`src/rtl/sequencer_program_loader.sv`:
```
// ============================================================================
// sequencer_program_loader: streams a host program into one daisy-chained
// sequencer cell's IRAM, optionally calls it, then reports done/err.
// Revision: 1.0
// ============================================================================
`default_nettype none

module sequencer_program_loader #(
    parameter int INSTR_DATA_WIDTH = 32,
    parameter int INSTR_ADDR_WIDTH = 6,
    parameter int INSTR_HOPS_WIDTH = 4,
    parameter int NUM_CELLS        = 16,
    parameter int TIMEOUT_CYCLES   = 1000000
) (
    input  logic                          clk,
    input  logic                          rst_n,
    input  logic                          cmd_valid,
    output logic                          cmd_ready,
    input  logic [INSTR_HOPS_WIDTH-1:0]   cmd_hops,
    input  logic [INSTR_ADDR_WIDTH:0]     cmd_len,
    input  logic                          cmd_exec,
    input  logic [INSTR_DATA_WIDTH-1:0]   prog_data,
    input  logic                          prog_valid,
    output logic                          prog_ready,
    input  logic                          abort,
    output logic [INSTR_DATA_WIDTH-1:0]   instr_data_out,
    output logic [INSTR_ADDR_WIDTH-1:0]   instr_addr_out,
    output logic [INSTR_HOPS_WIDTH-1:0]   instr_hops_out,
    output logic                          instr_en_out,
    output logic [NUM_CELLS-1:0]          call,
    input  logic [NUM_CELLS-1:0]          ret,
    output logic                          busy,
    output logic                          done,
    output logic                          err
);

    localparam int                        DEPTH       = 1 << INSTR_ADDR_WIDTH;
    localparam logic [INSTR_ADDR_WIDTH:0] c_DEPTH     = (INSTR_ADDR_WIDTH+1)'(DEPTH);
    localparam logic [INSTR_HOPS_WIDTH:0] c_NUM_CELLS = (INSTR_HOPS_WIDTH+1)'(NUM_CELLS);
    localparam logic [31:0]               c_TO_LAST   = 32'(TIMEOUT_CYCLES - 1);

    typedef enum logic [2:0] {
        S_IDLE  = 3'd0,
        S_LOAD  = 3'd1,
        S_DRAIN = 3'd2,
        S_CALL  = 3'd3,
        S_RUN   = 3'd4,
        S_DONE  = 3'd5
    } state_t;

    state_t                        r_state;
    state_t                        w_next;
    logic                          w_err;
    logic                          w_wr;
    logic                          w_cmd_hs;
    logic [NUM_CELLS-1:0]          w_onehot;

    logic [INSTR_HOPS_WIDTH-1:0]   r_hops;
    logic [INSTR_ADDR_WIDTH:0]     r_len;
    logic                          r_exec;
    logic [INSTR_ADDR_WIDTH:0]     r_addr;
    logic [INSTR_HOPS_WIDTH:0]     r_drain;
    logic [31:0]                   r_tcnt;

    logic [INSTR_DATA_WIDTH-1:0]   r_data_out;
    logic [INSTR_ADDR_WIDTH-1:0]   r_addr_out;
    logic [INSTR_HOPS_WIDTH-1:0]   r_hops_out;
    logic                          r_en_out;
    logic [NUM_CELLS-1:0]          r_call;
    logic                          r_busy;
    logic                          r_done;
    logic                          r_err;

    // Gated with rst_n so every output reads 0 while reset is held.
    assign cmd_ready  = (r_state == S_IDLE) && rst_n;
    assign prog_ready = (r_state == S_LOAD);
    assign w_cmd_hs   = cmd_valid && (r_state == S_IDLE);

    always_comb begin
        w_next   = r_state;
        w_err    = 1'b0;
        w_wr     = 1'b0;
        w_onehot = '0;
        w_onehot[r_hops] = 1'b1;
        case (r_state)
            S_IDLE: begin
                if (cmd_valid) begin
                    if (({1'b0, cmd_hops} >= c_NUM_CELLS) || (cmd_len > c_DEPTH)) begin
                        w_next = S_DONE;
                        w_err  = 1'b1;
                    end else if (cmd_len == '0) begin
                        w_next = S_DRAIN;
                    end else begin
                        w_next = S_LOAD;
                    end
                end
            end
            S_LOAD: begin
                if (abort) begin
                    w_next = S_DONE;
                    w_err  = 1'b1;
                end else if (prog_valid) begin
                    w_wr = 1'b1;
                    if (r_addr == r_len - 1'b1) begin
                        w_next = S_DRAIN;
                    end
                end
            end
            S_DRAIN: begin
                // hops+2 cycles here leaves hops+1 quiet cycles after the last strobe
                if (abort) begin
                    w_next = S_DONE;
                    w_err  = 1'b1;
                end else if (r_drain == ({1'b0, r_hops} + 1'b1)) begin
                    w_next = r_exec ? S_CALL : S_DONE;
                end
            end
            S_CALL: begin
                if (abort) begin
                    w_next = S_DONE;
                    w_err  = 1'b1;
                end else begin
                    w_next = S_RUN;
                end
            end
            S_RUN: begin
                if (abort) begin
                    w_next = S_DONE;
                    w_err  = 1'b1;
                end else if (ret[r_hops]) begin
                    w_next = S_DONE;
                end else if ((TIMEOUT_CYCLES != 0) && (r_tcnt == c_TO_LAST)) begin
                    w_next = S_DONE;
                    w_err  = 1'b1;
                end
            end
            S_DONE: begin
                w_next = S_IDLE;
            end
            default: begin
                w_next = S_IDLE;
            end
        endcase
    end

    always_ff @(posedge clk or negedge rst_n) begin
        if (!rst_n) begin
            r_state    <= S_IDLE;
            r_hops     <= '0;
            r_len      <= '0;
            r_exec     <= 1'b0;
            r_addr     <= '0;
            r_drain    <= '0;
            r_tcnt     <= '0;
            r_data_out <= '0;
            r_addr_out <= '0;
            r_hops_out <= '0;
            r_en_out   <= 1'b0;
            r_call     <= '0;
            r_busy     <= 1'b0;
            r_done     <= 1'b0;
            r_err      <= 1'b0;
        end else begin
            r_state <= w_next;
            if (w_cmd_hs) begin
                r_hops <= cmd_hops;
                r_len  <= cmd_len;
                r_exec <= cmd_exec;
                r_addr <= '0;
            end else if (w_wr) begin
                r_addr <= r_addr + 1'b1;
            end
            r_drain  <= (r_state == S_DRAIN) ? r_drain + 1'b1 : '0;
            r_tcnt   <= (r_state == S_RUN) ? r_tcnt + 32'd1 : '0;
            r_en_out <= w_wr;
            if (w_wr) begin
                r_data_out <= prog_data;
                r_addr_out <= r_addr[INSTR_ADDR_WIDTH-1:0];
                r_hops_out <= r_hops;
            end
            r_call <= (w_next == S_CALL) ? w_onehot : '0;
            r_busy <= (w_next != S_IDLE);
            r_done <= (w_next == S_DONE);
            r_err  <= (w_next == S_DONE) && w_err;
        end
    end

    assign instr_data_out = r_data_out;
    assign instr_addr_out = r_addr_out;
    assign instr_hops_out = r_hops_out;
    assign instr_en_out   = r_en_out;
    assign call           = r_call;
    assign busy           = r_busy;
    assign done           = r_done;
    assign err            = r_err;

endmodule

`default_nettype wire

```
`config.mk`:
```
export PLATFORM = sky130hd
export DESIGN_NAME = sequencer_program_loader
export DESIGN_NICKNAME = d
export VERILOG_FILES = /design/src/rtl/sequencer_program_loader.sv
export SDC_FILE = /design/constraint.sdc
export NUM_CORES = 1
export LEC_CHECK = 0
export ABC_AREA = 1
export BUFFER_PORTS_ARGS = -buffer_cell sky130_fd_sc_hd__buf_2
export CAP_MARGIN = 20
export CORE_MARGIN = 2
export CORE_UTILIZATION = 59
export CTS_CLUSTER_SIZE = 30
export DETAILED_ROUTE_END_ITERATION = 16
export PLACE_DENSITY = 0.92
export SLEW_MARGIN = 20
export SYNTH_ARGS = -nofsm -noshare
export SYNTH_HDL_FRONTEND = slang
export SYNTH_SLANG_ARGS = --single-unit
```
`constraint.sdc`:
```
create_clock -name clk -period 4.05 [get_ports clk]
set_input_delay 0.405 -clock clk [delete_from_list [all_inputs] [get_ports clk]]
set_output_delay 0.405 -clock clk [all_outputs]
set_load 0.03 [all_outputs]
```
==> results.json, run 1 <==
{
  "dr.pass1.iters": 5,
  "num_rows": 36,
  "cts_setup_buffers": 0,
  "diodes": 0,
  "relSlewSlack_pct": 49.7,
  "syn_area_um2": 5840,
  "post-route-period-util_pct": 61.5,
  "ioPinCount": 129,
  "yosysMostFrequentCell": "nand2_1",
  "cts_max_level": 4,
  "rsz0062_at_grt": "false",
  "p_switching_mw": 2.10,
  "syn_inst": 723,
  "final_area_um2": 7180,
  "crit_arrival_ns": 2.92,
  "highest_layer": "met4",
  "synth-async-reset-ratio_pct": 100,
  "required_ns": 4.48,
  "comb_power_share_pct": 37.3,
  "setup_viol": 0,
  "placed_area_um2": 6610,
  "nets": 932,
  "yosysTopAreaCellShare_pct": 51.8,
  "synth-edff-count": 0,
  "hp-class": "in2reg",
  "vias_per_cell": 5.16,
  "internal_power_mw": 2.90,
  "drtIter0Drc": 283,
  "antenna_found_initial": 0,
  "grt_max_degree": 64,
  "grt_overflow": 0,
  "routed_wirelength_um": 13400,
  "dieArea_um2": 10700,
  "path_class": "reg2reg",
  "start_util_pct": 60.3,
  "fmax_ghz": 0.401,
  "fin_skew_ns": 0.00845,
  "yosysUniqueCellTypes": 37,
  "status": "finished, final reports clean",
  "place.gp.congestion": 0.885,
  "met3_length_um": 956,
  "drtAntennaViolNets": 0,
  "grt_usage_pct": 26.6,
  "port_buffers": 128,
  "p_per_area_nw_per_um2": 696,
  "clock_path_buffers": 2,
  "p_seq_share_pct": 35.0,
  "start_kind": "register",
  "maxCapViolCount": 0,
  "yosysWarnings": 0,
  "numCtsBuffers": 17,
  "cp-end-kind": "register",
  "synth_area_leader_cell": "dfrtp_1",
  "vias": 5190,
  "p_sw_share_pct": 42.0,
  "peakVddDrop_uv": 517,
  "clk_latency_ns": 0.51,
  "wl_per_cell_um": 13.4,
  "pwr-share-clk_pct": 27.7,
  "clk_pin_slew_worst_paths_ns": 0.06,
  "synthTopCellsByArea": "dfrtp_1 (52%), nand2_1 (14%), nor2_1 (6.4%)",
  "dp_hpwl_um": 9270,
  "synth_seq_area_share_pct": 51.8,
  "drc": 0,
  "clock-sinks": 121,
  "wl_met2_um": 6520,
  "cts-root-buf": "clkbuf_8",
  "grt_pass1_wl_um": 23300,
  "die-width_um": 104,
  "grt_pass1_vias": 5168,
  "drive_above_1_share_pct": 22.2,
  "die_h_um": 104,
  "finalHoldViolations": 0,
  "synth-main-ff-cell": "dfrtp_1",
  "synth-seq-cells": 121,
  "tightest_slew_ns": 0.755,
  "syn2layout_area_growth_pct": 22.9,
  "wl_met1_um": 5740,
  "core-area_um2": 9680,
  "fillCellCount": 700,
  "ys_top_cells_by_count": "nand2_1 (215), dfrtp_1 (121), nor2_1 (99), inv_1 (72), o21ai_0 (47)",
  "p_leak_nw": 3.74,
  "worstPathMaxFanout": 13,
  "slew_viol_final": 0,
  "cts_tree": "yes",
  "finalSetupTns_ns": 0,
  "syn_nets": 796,
  "syn_avg_cell_area_um2": 8.08,
  "finalCriticalPeriod_ns": 2.49
}
registers in the layout (all words and copies together) (netlist names):
| signal | count |
|---|---|
| r_state | 3 |
| instr_hops_out | 4 |
| instr_en_out | 1 |
| instr_data_out | 32 |
| r_addr | 7 |
| r_exec | 1 |
| r_hops | 4 |
| done | 1 |
| r_tcnt | 32 |
| r_len | 7 |
| err | 1 |
| instr_addr_out | 6 |
| busy | 1 |
| r_drain | 5 |
| call | 16 |
path summary, 6_finish.rpt:
check | start | to | slack, ns | depth (start not counted)
setup / recovery | r_hops[0]$_DFFE_PN0P_ | call[10]$_DFF_PN0_ | 1.56 | 11
hold / removal | prog_data[29] | instr_data_out[29]$_DFFE_PN0P_ | 0.09 | 3
setup reg to reg | r_hops[0]$_DFFE_PN0P_ | call[10]$_DFF_PN0_ | 1.56 | 11
hold reg to reg | instr_data_out[13]$_DFFE_PN0P_ | instr_data_out[13]$_DFFE_PN0P_ | 0.47 | 2
max in group asynchronous | rst_n | instr_data_out[22]$_DFFE_PN0P_ | 2.33 | 3
min in group asynchronous | rst_n | r_tcnt[3]$_DFF_PN0_ | 0.50 | 2
stage by stage:
stage | util [%] | power, mW | hold slack [ns] | std cells | worst slack (ns)
after floorplan | - | 3.07 | 0.109 | 723 | 2.11
after global placement | 68.3 | 3.54 | 0.460 | 972 | 1.73
after detailed placement | 68.3 | 3.59 | 0.461 | 972 | 1.66
after CTS | 74.1 | 5.01 | 0.0734 | 1005 | 1.59
after global routing | 74.1 | 5.34 | 0.0808 | 1005 | 1.32
final | 74.1 | 4.99 | 0.0864 | 1005 | 1.56
timing repair:
item,in CTS,in global routing
resized for setup,0,0
hold buffers,1,0
endpoints found under the hold margin,61,0
cells in the final DEF, fill, tap and decap left out, types with 5 or more instances in the layout:
cell type  Yosys  final
nor2_1        99     99
clkbuf_16      0     16
nor3_1        20     20
o21ai_0       47     47
dfrtp_1      121    121
nand2_2        5      5
a21oi_1       27     27
xnor2_1        6      6
nand4_1       13     13
inv_1         72     72
nand3_1       23     23
buf_2          1    127
xor2_1         6      6
nand2_1      215    215
ha_1           8      8
nor2_2         6      6
metal layers:
layer,vias to the layer above,global-route usage (%)
li1,2584,-
met1,2375,34.3
met2,209,43.4
met3,22,7.05
met4,0,9.85
met5,-,0
power groups by stage:
stage          clock [mW]  combinational, mW  sequential [mW]
3_3_place_gp            0               1.79             1.75
2_1_floorplan           0              0.926             2.15
6_report             1.38               1.86             1.75
4_1_cts              1.40               1.87             1.74
5_1_grt              1.47               2.08             1.79
3_5_place_dp            0               1.85             1.75
area by class of cell:
cell class | count | area (um2) | share of cell area (%)
flip-flops and latches | 121 | 3030 | 42.2
repair buffers | 131 | 668 | 9.31
well taps | 133 | 166 | 2.32
inverters | 78 | 297 | 4.13
clock buffers | 19 | 432 | 6.01
clock inverters | 13 | 123 | 1.71
multi-input cells | 510 | 2460 | 34.3
kinds of logic (layout without fill, tap and decap cells):
group,Yosys count,in the layout,share of synthesized area (%)
AND/OR/NAND/NOR,406,406,31.0
XOR/XNOR,12,12,1.80
adder cells (fa/ha/maj),8,8,1.71
AO/OA/AOI/OAI,84,84,7.65
buffers and inverters,92,241,6.00
flip-flops,121,121,51.8
critical path, stage by stage, from the launching register on:
cell     delay (ns)
dfrtp_1        0.59
inv_1          0.27
ha_1           0.36
xnor2_1        0.15
nand3_1        0.09
nor2_1         0.19
nand2_1        0.11
nor2_2         0.13
nor2_1         0.07
nand3_2        0.17
nand4_2        0.16
nor2_1         0.13
Power figures use the tool's default switching activity.
==> inputs of run 2 (changes only) <==
ABC_AREA = 0   (was 1)
CORE_UTILIZATION = 54   (was 59)
PLACE_DENSITY = 0.86   (was 0.92)
clock period = 2.3 ns   (was 4.05 ns; I/O delays follow)
==> run 2 against run 1 <==
The flow now finishes with violations (negative setup slack). Combinational power grew 87%. Global-route usage grew 1.7 points. Power is 82% higher. Critical path type unchanged. Highest routed layer unchanged.
==> results.json, run 2 <==
{
  "cts-root-buf": "clkbuf_8",
  "drtIter0Drc": 336,
  "synth_area_leader_cell": "dfrtp_1",
  "multi_input_comb_area_um2": 2500,
  "synth-main-ff-cell": "dfrtp_1",
  "numCtsBuffers": 17,
  "pwr-share-clk_pct": 28.5,
  "nets": 830,
  "clock-sinks": 121,
  "clk_pin_slew_worst_paths_ns": 0.06,
  "syn_inst": 559,
  "post-route-period-util_pct": 107,
  "path_class": "reg2reg",
  "synthAdderAreaFrac_pct": 1.78,
  "crit_arrival_ns": 2.85,
  "pre_cts_ws_ns": -0.254,
  "core-area_um2": 10200,
  "worst_slack_ns": -0.161,
  "final_common_cell": "nand2_1",
  "dp_hpwl_um": 9580,
  "yosysWarnings": 0,
  "regToRegStartpoint": "r_hops[0]$_DFFE_PN0P_",
  "final_area_um2": 7670,
  "synth-async-reset-ratio_pct": 100,
  "min-delay-start": "cmd_len[6]",
  "finalSetupTns_ns": -1.42,
  "grt_overflow": 0,
  "dp_cells": 830,
  "cts_tree": "yes",
  "yosysTopAreaCellShare_pct": 53.9,
  "syn_area_um2": 5620,
  "fin_skew_ns": 0.00940,
  "p_sw_share_pct": 38.9,
  "fmax_ghz": 0.406,
  "final-instance-count-excl-fill": 906,
  "num_rows": 37,
  "drc": 0,
  "drive_above_1_share_pct": 31.2,
  "holdPathStages": 2,
  "port_buffers": 128,
  "synth-seq-cells": 121,
  "antenna_found_initial": 0,
  "ioPinCount": 129,
  "fillCellCount": 619,
  "place.gp.congestion": 0.940,
  "rsz0062_at_grt": "true",
  "syn2layout_area_growth_pct": 36.5,
  "p_per_area_nw_per_um2": 1180,
  "synthTopCellsByArea": "dfrtp_1 (54%), nand2_1 (9.7%), xor2_1 (4.7%)",
  "syn_nets": 632,
  "r2r.worst_path.cells": 6,
  "finalHoldViolations": 0,
  "synth-compound-area-share_pct": 4.83,
  "finalCriticalPeriod_ns": 2.46,
  "die-width_um": 106,
  "p_seq_share_pct": 33.3,
  "required_ns": 2.68,
  "ys_top_cells_by_count": "nand2_1 (146), dfrtp_1 (121), nor2_1 (51), xor2_1 (30), xnor2_1 (21)",
  "diodes": 0,
  "hp-class": "in2reg",
  "comb_power_share_pct": 38.1,
  "grt_pass1_wl_um": 24900,
  "dr.pass1.iters": 5,
  "dieArea_um2": 11200,
  "rrSetupSlack_ns": -0.16,
  "p_switching_mw": 3.54,
  "synth_xor_area_share_pct": 7.95,
  "reg2reg_to": "busy$_DFF_PN0_",
  "cp-end-kind": "register",
  "worstPathMaxFanout": 7,
  "placed_area_um2": 6570,
  "cts_max_level": 4,
  "status": "finished, violations left",
  "yosysUniqueCellTypes": 55,
  "synthSimpleGateAreaFrac_pct": 25.4,
  "setup_viol": 17,
  "peakVddDrop_uv": 871,
  "internal_power_mw": 5.55,
  "vias_per_cell": 5.58,
  "synth-edff-count": 0,
  "start_util_pct": 54.9,
  "seqCellArea_um2": 3030,
  "slew_viol_final": 0,
  "violations": "negative setup slack",
  "yosysMostFrequentCell": "nand2_1",
  "start_kind": "register",
  "wl_per_cell_um": 17.0,
  "clock_path_buffers": 2,
  "synth.mux.area_fraction_pct": 3.27,
  "synth_top_family_by_area": "simple AND/OR/NAND/NOR gates",
  "synth_seq_area_share_pct": 53.9,
  "routed_wirelength_um": 15400,
  "mostFrequentLayoutCells": "nand2_1 (146), buf_2 (127), dfrtp_1 (120), nor2_1 (51), dlygate4sd3_1 (44)",
  "drtAntennaViolNets": 0,
  "die_h_um": 106,
  "relSlewSlack_pct": 56.2,
  "grt_max_degree": 122,
  "hold-path-endpoint": "r_len[6]$_DFFE_PN0P_",
  "maxCapViolCount": 0,
  "p_leak_nw": 3.78,
  "vias": 5053,
  "tightest_slew_ns": 0.657,
  "syn_avg_cell_area_um2": 10.1,
  "clk_latency_ns": 0.51,
  "grt_pass1_vias": 5394,
  "grt_usage_pct": 28.3
}
[run 2: logic make-up after synthesis]
kind of cell             count (synthesis)
flip-flops                             121
buffers and inverters                   34
XOR/XNOR                                51
multiplexers                            12
AO/OA/AOI/OAI                           36
adder cells (fa/ha/maj)                  8
AND/OR/NAND/NOR                        297
[run 2: metal layers]
layer	part of all wire (%)	GRT usage [%]	vias up	wire, um
met2	53	50.4	234	8110
li1	-	-	2275	-
met3	6.1	7.36	57	944
met1	38	31.6	2487	5860
met4	3.1	13.2	0	474
met5	0	0	-	0
[run 2: timing repair]
item                       CTS  global route
pin swaps                    0             6
setup endpoints to repair   19            21
gates resized for setup      2            20
setup buffers                0             0
hold endpoints to repair   164             0
hold buffers                44             0
[run 2: final cells by class]
cell class / instances / area share (%)
Sequential cell: 121 / 39.5
Multi-Input combinational cell: 404 / 32.6
Timing Repair Buffer: 206 / 17.7
Clock buffer: 19 / 5.75
Tap cell: 136 / 2.22
Clock inverter: 13 / 1.87
Inverter: 7 / 0.342
[run 2: power by group through the flow]
stage               combinational (mW)  clock (mW)  sequential, mW
floorplan                         1.51           0            3.60
global placement                  3.09           0            2.96
detailed placement                3.24           0            2.99
CTS                               3.31        2.61            2.98
global route                      3.71        2.73            3.08
finish                            3.47        2.59            3.03
[run 2: worst max path at each step]
stage	depth (start not counted)	slack (ns)	from	to
after floorplan	7	-0.07	r_hops[0]$_DFFE_PN0P_	busy$_DFF_PN0_
after global placement	7	-0.15	r_hops[0]$_DFFE_PN0P_	call[0]$_DFF_PN0_
after detailed placement	8	-0.25	r_hops[0]$_DFFE_PN0P_	busy$_DFF_PN0_
after CTS	7	-0.13	r_hops[0]$_DFFE_PN0P_	call[5]$_DFF_PN0_
after global routing	6	-0.21	r_hops[0]$_DFFE_PN0P_	busy$_DFF_PN0_
final	6	-0.16	r_hops[0]$_DFFE_PN0P_	busy$_DFF_PN0_
[run 2: critical path: stages, from the launching register on]
cell and delay (ns):
dfrtp_2 0.49, mux4_2 0.54, a22oi_2 0.16, nand2_1 0.09
o41a_1 0.39, a211o_4 0.30, or3b_1 0.37
[run 2: through the flow]
step / util, % / total power [mW] / hold WS (ns)
global placement: 64.2 / 6.06 / 0.390
floorplan: - / 5.11 / -0.0656
CTS: 74.3 / 8.91 / 0.0179
finish: 75.0 / 9.09 / 0.0305
detailed placement: 64.2 / 6.22 / 0.397
global route: 75.0 / 9.52 / 0.0300
==> inputs of run 3 (changes only) <==
BUFFER_PORTS_ARGS = default   (was -buffer_cell sky130_fd_sc_hd__buf_2)
CORE_UTILIZATION = 63   (was 54)
DONT_BUFFER_PORTS = 1   (was default)
PLACE_DENSITY = 0.85   (was 0.86)
==> run 3 against run 2 <==
The run ends with negative hold slack, negative setup slack left. Non-clock buffer count decreased by 123. Combinational power fell by 29%. Clock power down 2%. Worst setup slack got worse by 0.10 ns. Power decreased by 3.8%. Highest routed layer unchanged.
==> results.json, run 3 (synthesis gave the netlist of run 2 again) <==
{
  "cts_tree": "yes",
  "cts-root-buf": "clkbuf_8",
  "maxCapViolCount": 0,
  "gr-usage-met3_pct": 8.44,
  "vias_per_cell": 6.04,
  "mostFrequentLayoutCells": "nand2_1 (146), dfrtp_1 (120), nor2_1 (51), dlygate4sd3_1 (45), buf_4 (35)",
  "relSlewSlack_pct": 63.2,
  "cts_max_level": 4,
  "syn2layout_area_growth_pct": 25.0,
  "required_ns": 2.69,
  "crit_family": "compound AO/OA/AOI/OAI gates",
  "crit_arrival_ns": 2.95,
  "worst_slack_ns": -0.262,
  "worstPathMaxFanout": 7,
  "p_seq_share_pct": 42.8,
  "finalHoldViolations": 121,
  "clk_pin_slew_worst_paths_ns": 0.06,
  "drtIter0Drc": 348,
  "path_class": "reg2reg",
  "timing.critical_path.buf_inv": 0,
  "tightest_slew_ns": 0.547,
  "clk_latency_ns": 0.51,
  "comb_power_share_pct": 28.1,
  "vias": 4552,
  "dr.pass1.iters": 5,
  "slew_viol_final": 0,
  "p_sw_share_pct": 38.8,
  "crit_slowest_cell": "mux4_2",
  "clock-sinks": 121,
  "ioPinCount": 129,
  "peakVddDrop_uv": 792,
  "grt_usage_pct": 30.2,
  "fmax_ghz": 0.390,
  "port_buffers": 0,
  "start_util_pct": 64.8,
  "final-instance-count-excl-fill": 754,
  "dp_cells": 673,
  "drtAntennaViolNets": 0,
  "grt_pass1_vias": 4815,
  "post-route-period-util_pct": 111,
  "cts-hold-fix-buffers": 45,
  "pwr-share-clk_pct": 29.0,
  "final_common_cell": "nand2_1",
  "violations": "negative hold slack, negative setup slack",
  "core-area_um2": 8680,
  "grt_max_degree": 123,
  "hp-class": "in2async",
  "finalCriticalPeriod_ns": 2.56,
  "p_switching_mw": 3.39,
  "grt_overflow": 0,
  "dp_hpwl_um": 8070,
  "numCtsBuffers": 17,
  "dieArea_um2": 9690,
  "antenna_found_initial": 0,
  "worstPathCellList": "mux4_2 > a22oi_2 > nand2_1 > o41a_1 > a211o_4 > or3b_4",
  "internal_power_mw": 5.35,
  "cp-end-kind": "register",
  "place.gp.congestion": 0.864,
  "num_rows": 34,
  "status": "finished, violations left",
  "clock_path_buffers": 2,
  "met2_usage_pct": 51.2,
  "grt_pass1_wl_um": 23100,
  "die_h_um": 98.5,
  "fin_skew_ns": 0.0113,
  "diodes": 0,
  "busiest_layer": "met2",
  "wl_per_cell_um": 18.7,
  "p_per_area_nw_per_um2": 1240,
  "total_power_mw": 8.74,
  "grtUsageMet1_pct": 37.2,
  "drc": 0,
  "routed_wirelength_um": 14100,
  "p_leak_nw": 3.24,
  "start_kind": "register",
  "nets": 707,
  "hold_slack_ns": -0.593,
  "die-width_um": 98.5,
  "setup_viol": 18,
  "rsz0062_at_grt": "true",
  "slowest_delay_ns": 0.56,
  "drive_above_1_share_pct": 17.6
}
run 3: cell types whose count changed in the layout (fill, tap and decap cells not counted), moves of 2 or more:
cell and delta:
buf_2 -127, inv_6 -3, buf_4 +3, or3b_4 +2
run 3: repair_timing:
| item | CTS | global route |
|---|---|---|
| buffers inserted | 2 | 3 |
| setup endpoints to repair | 19 | 21 |
| endpoints found under the hold margin | 166 | 121 |
| resized for setup | 10 | 14 |
| pin swaps | 0 | 13 |
run 3: path summary, 6_finish.rpt:
kind	from	cells past startpoint	end	slack (ns)
max in group asynchronous	rst_n	0	r_hops[0]$_DFFE_PN0P_	2.68
worst max register to register	r_hops[0]$_DFFE_PN0P_	6	busy$_DFF_PN0_	-0.26
worst min-delay path	rst_n	0	call[15]$_DFF_PN0_	-0.59
worst max-delay path	r_hops[0]$_DFFE_PN0P_	6	busy$_DFF_PN0_	-0.26
min in group clk	abort	2	r_state[1]$_DFF_PN0_	0.02
worst min register to register	r_tcnt[0]$_DFF_PN0_	1	r_tcnt[0]$_DFF_PN0_	0.45
run 3: final cells by class:
class	count	area, um2
clock buffers	20	445
clock inverters	11	124
fillers	456	1650
inverters	7	26.3
multi-input cells	404	2500
flip-flops and latches	121	3030
well taps	108	135
repair buffers	83	764
run 3: worst register-to-register path, stage by stage, from the launching register on:
cell     delay [ns]
dfrtp_2        0.49
mux4_2         0.56
a22oi_2        0.18
nand2_1        0.09
o41a_1         0.41
a211o_4        0.32
or3b_4         0.39
run 3: metrics by stage:
stage | setup slack [ns] | setup TNS [ns] | utilization [%] | hold WS, ns | area (um2)
floorplan | -0.0666 | -0.0725 | - | -0.0656 | 5630
global placement | -0.180 | -2.24 | 67.8 | -0.0624 | 5880
detailed placement | -0.272 | -3.56 | 67.8 | -0.0632 | 5880
CTS | -0.192 | -2.11 | 80.0 | -0.607 | 6950
global route | -0.383 | -5.82 | 81.0 | -0.620 | 7030
finish | -0.262 | -3.71 | 81.0 | -0.593 | 7030
run 3: power by group through the flow:
stage | clock [mW] | sequential (mW) | combinational (mW)
floorplan | 0 | 3.60 | 1.51
global placement | 0 | 3.72 | 1.90
detailed placement | 0 | 3.72 | 2.02
CTS | 2.54 | 3.71 | 2.23
global route | 2.67 | 3.80 | 2.67
finish | 2.54 | 3.74 | 2.46
run 3: metal layers:
layer | vias to the layer above | wire length [um]
li1 | 2034 | -
met5 | - | 0
met4 | 0 | 373
met1 | 2241 | 5500
met2 | 234 | 7230
met3 | 43 | 1010
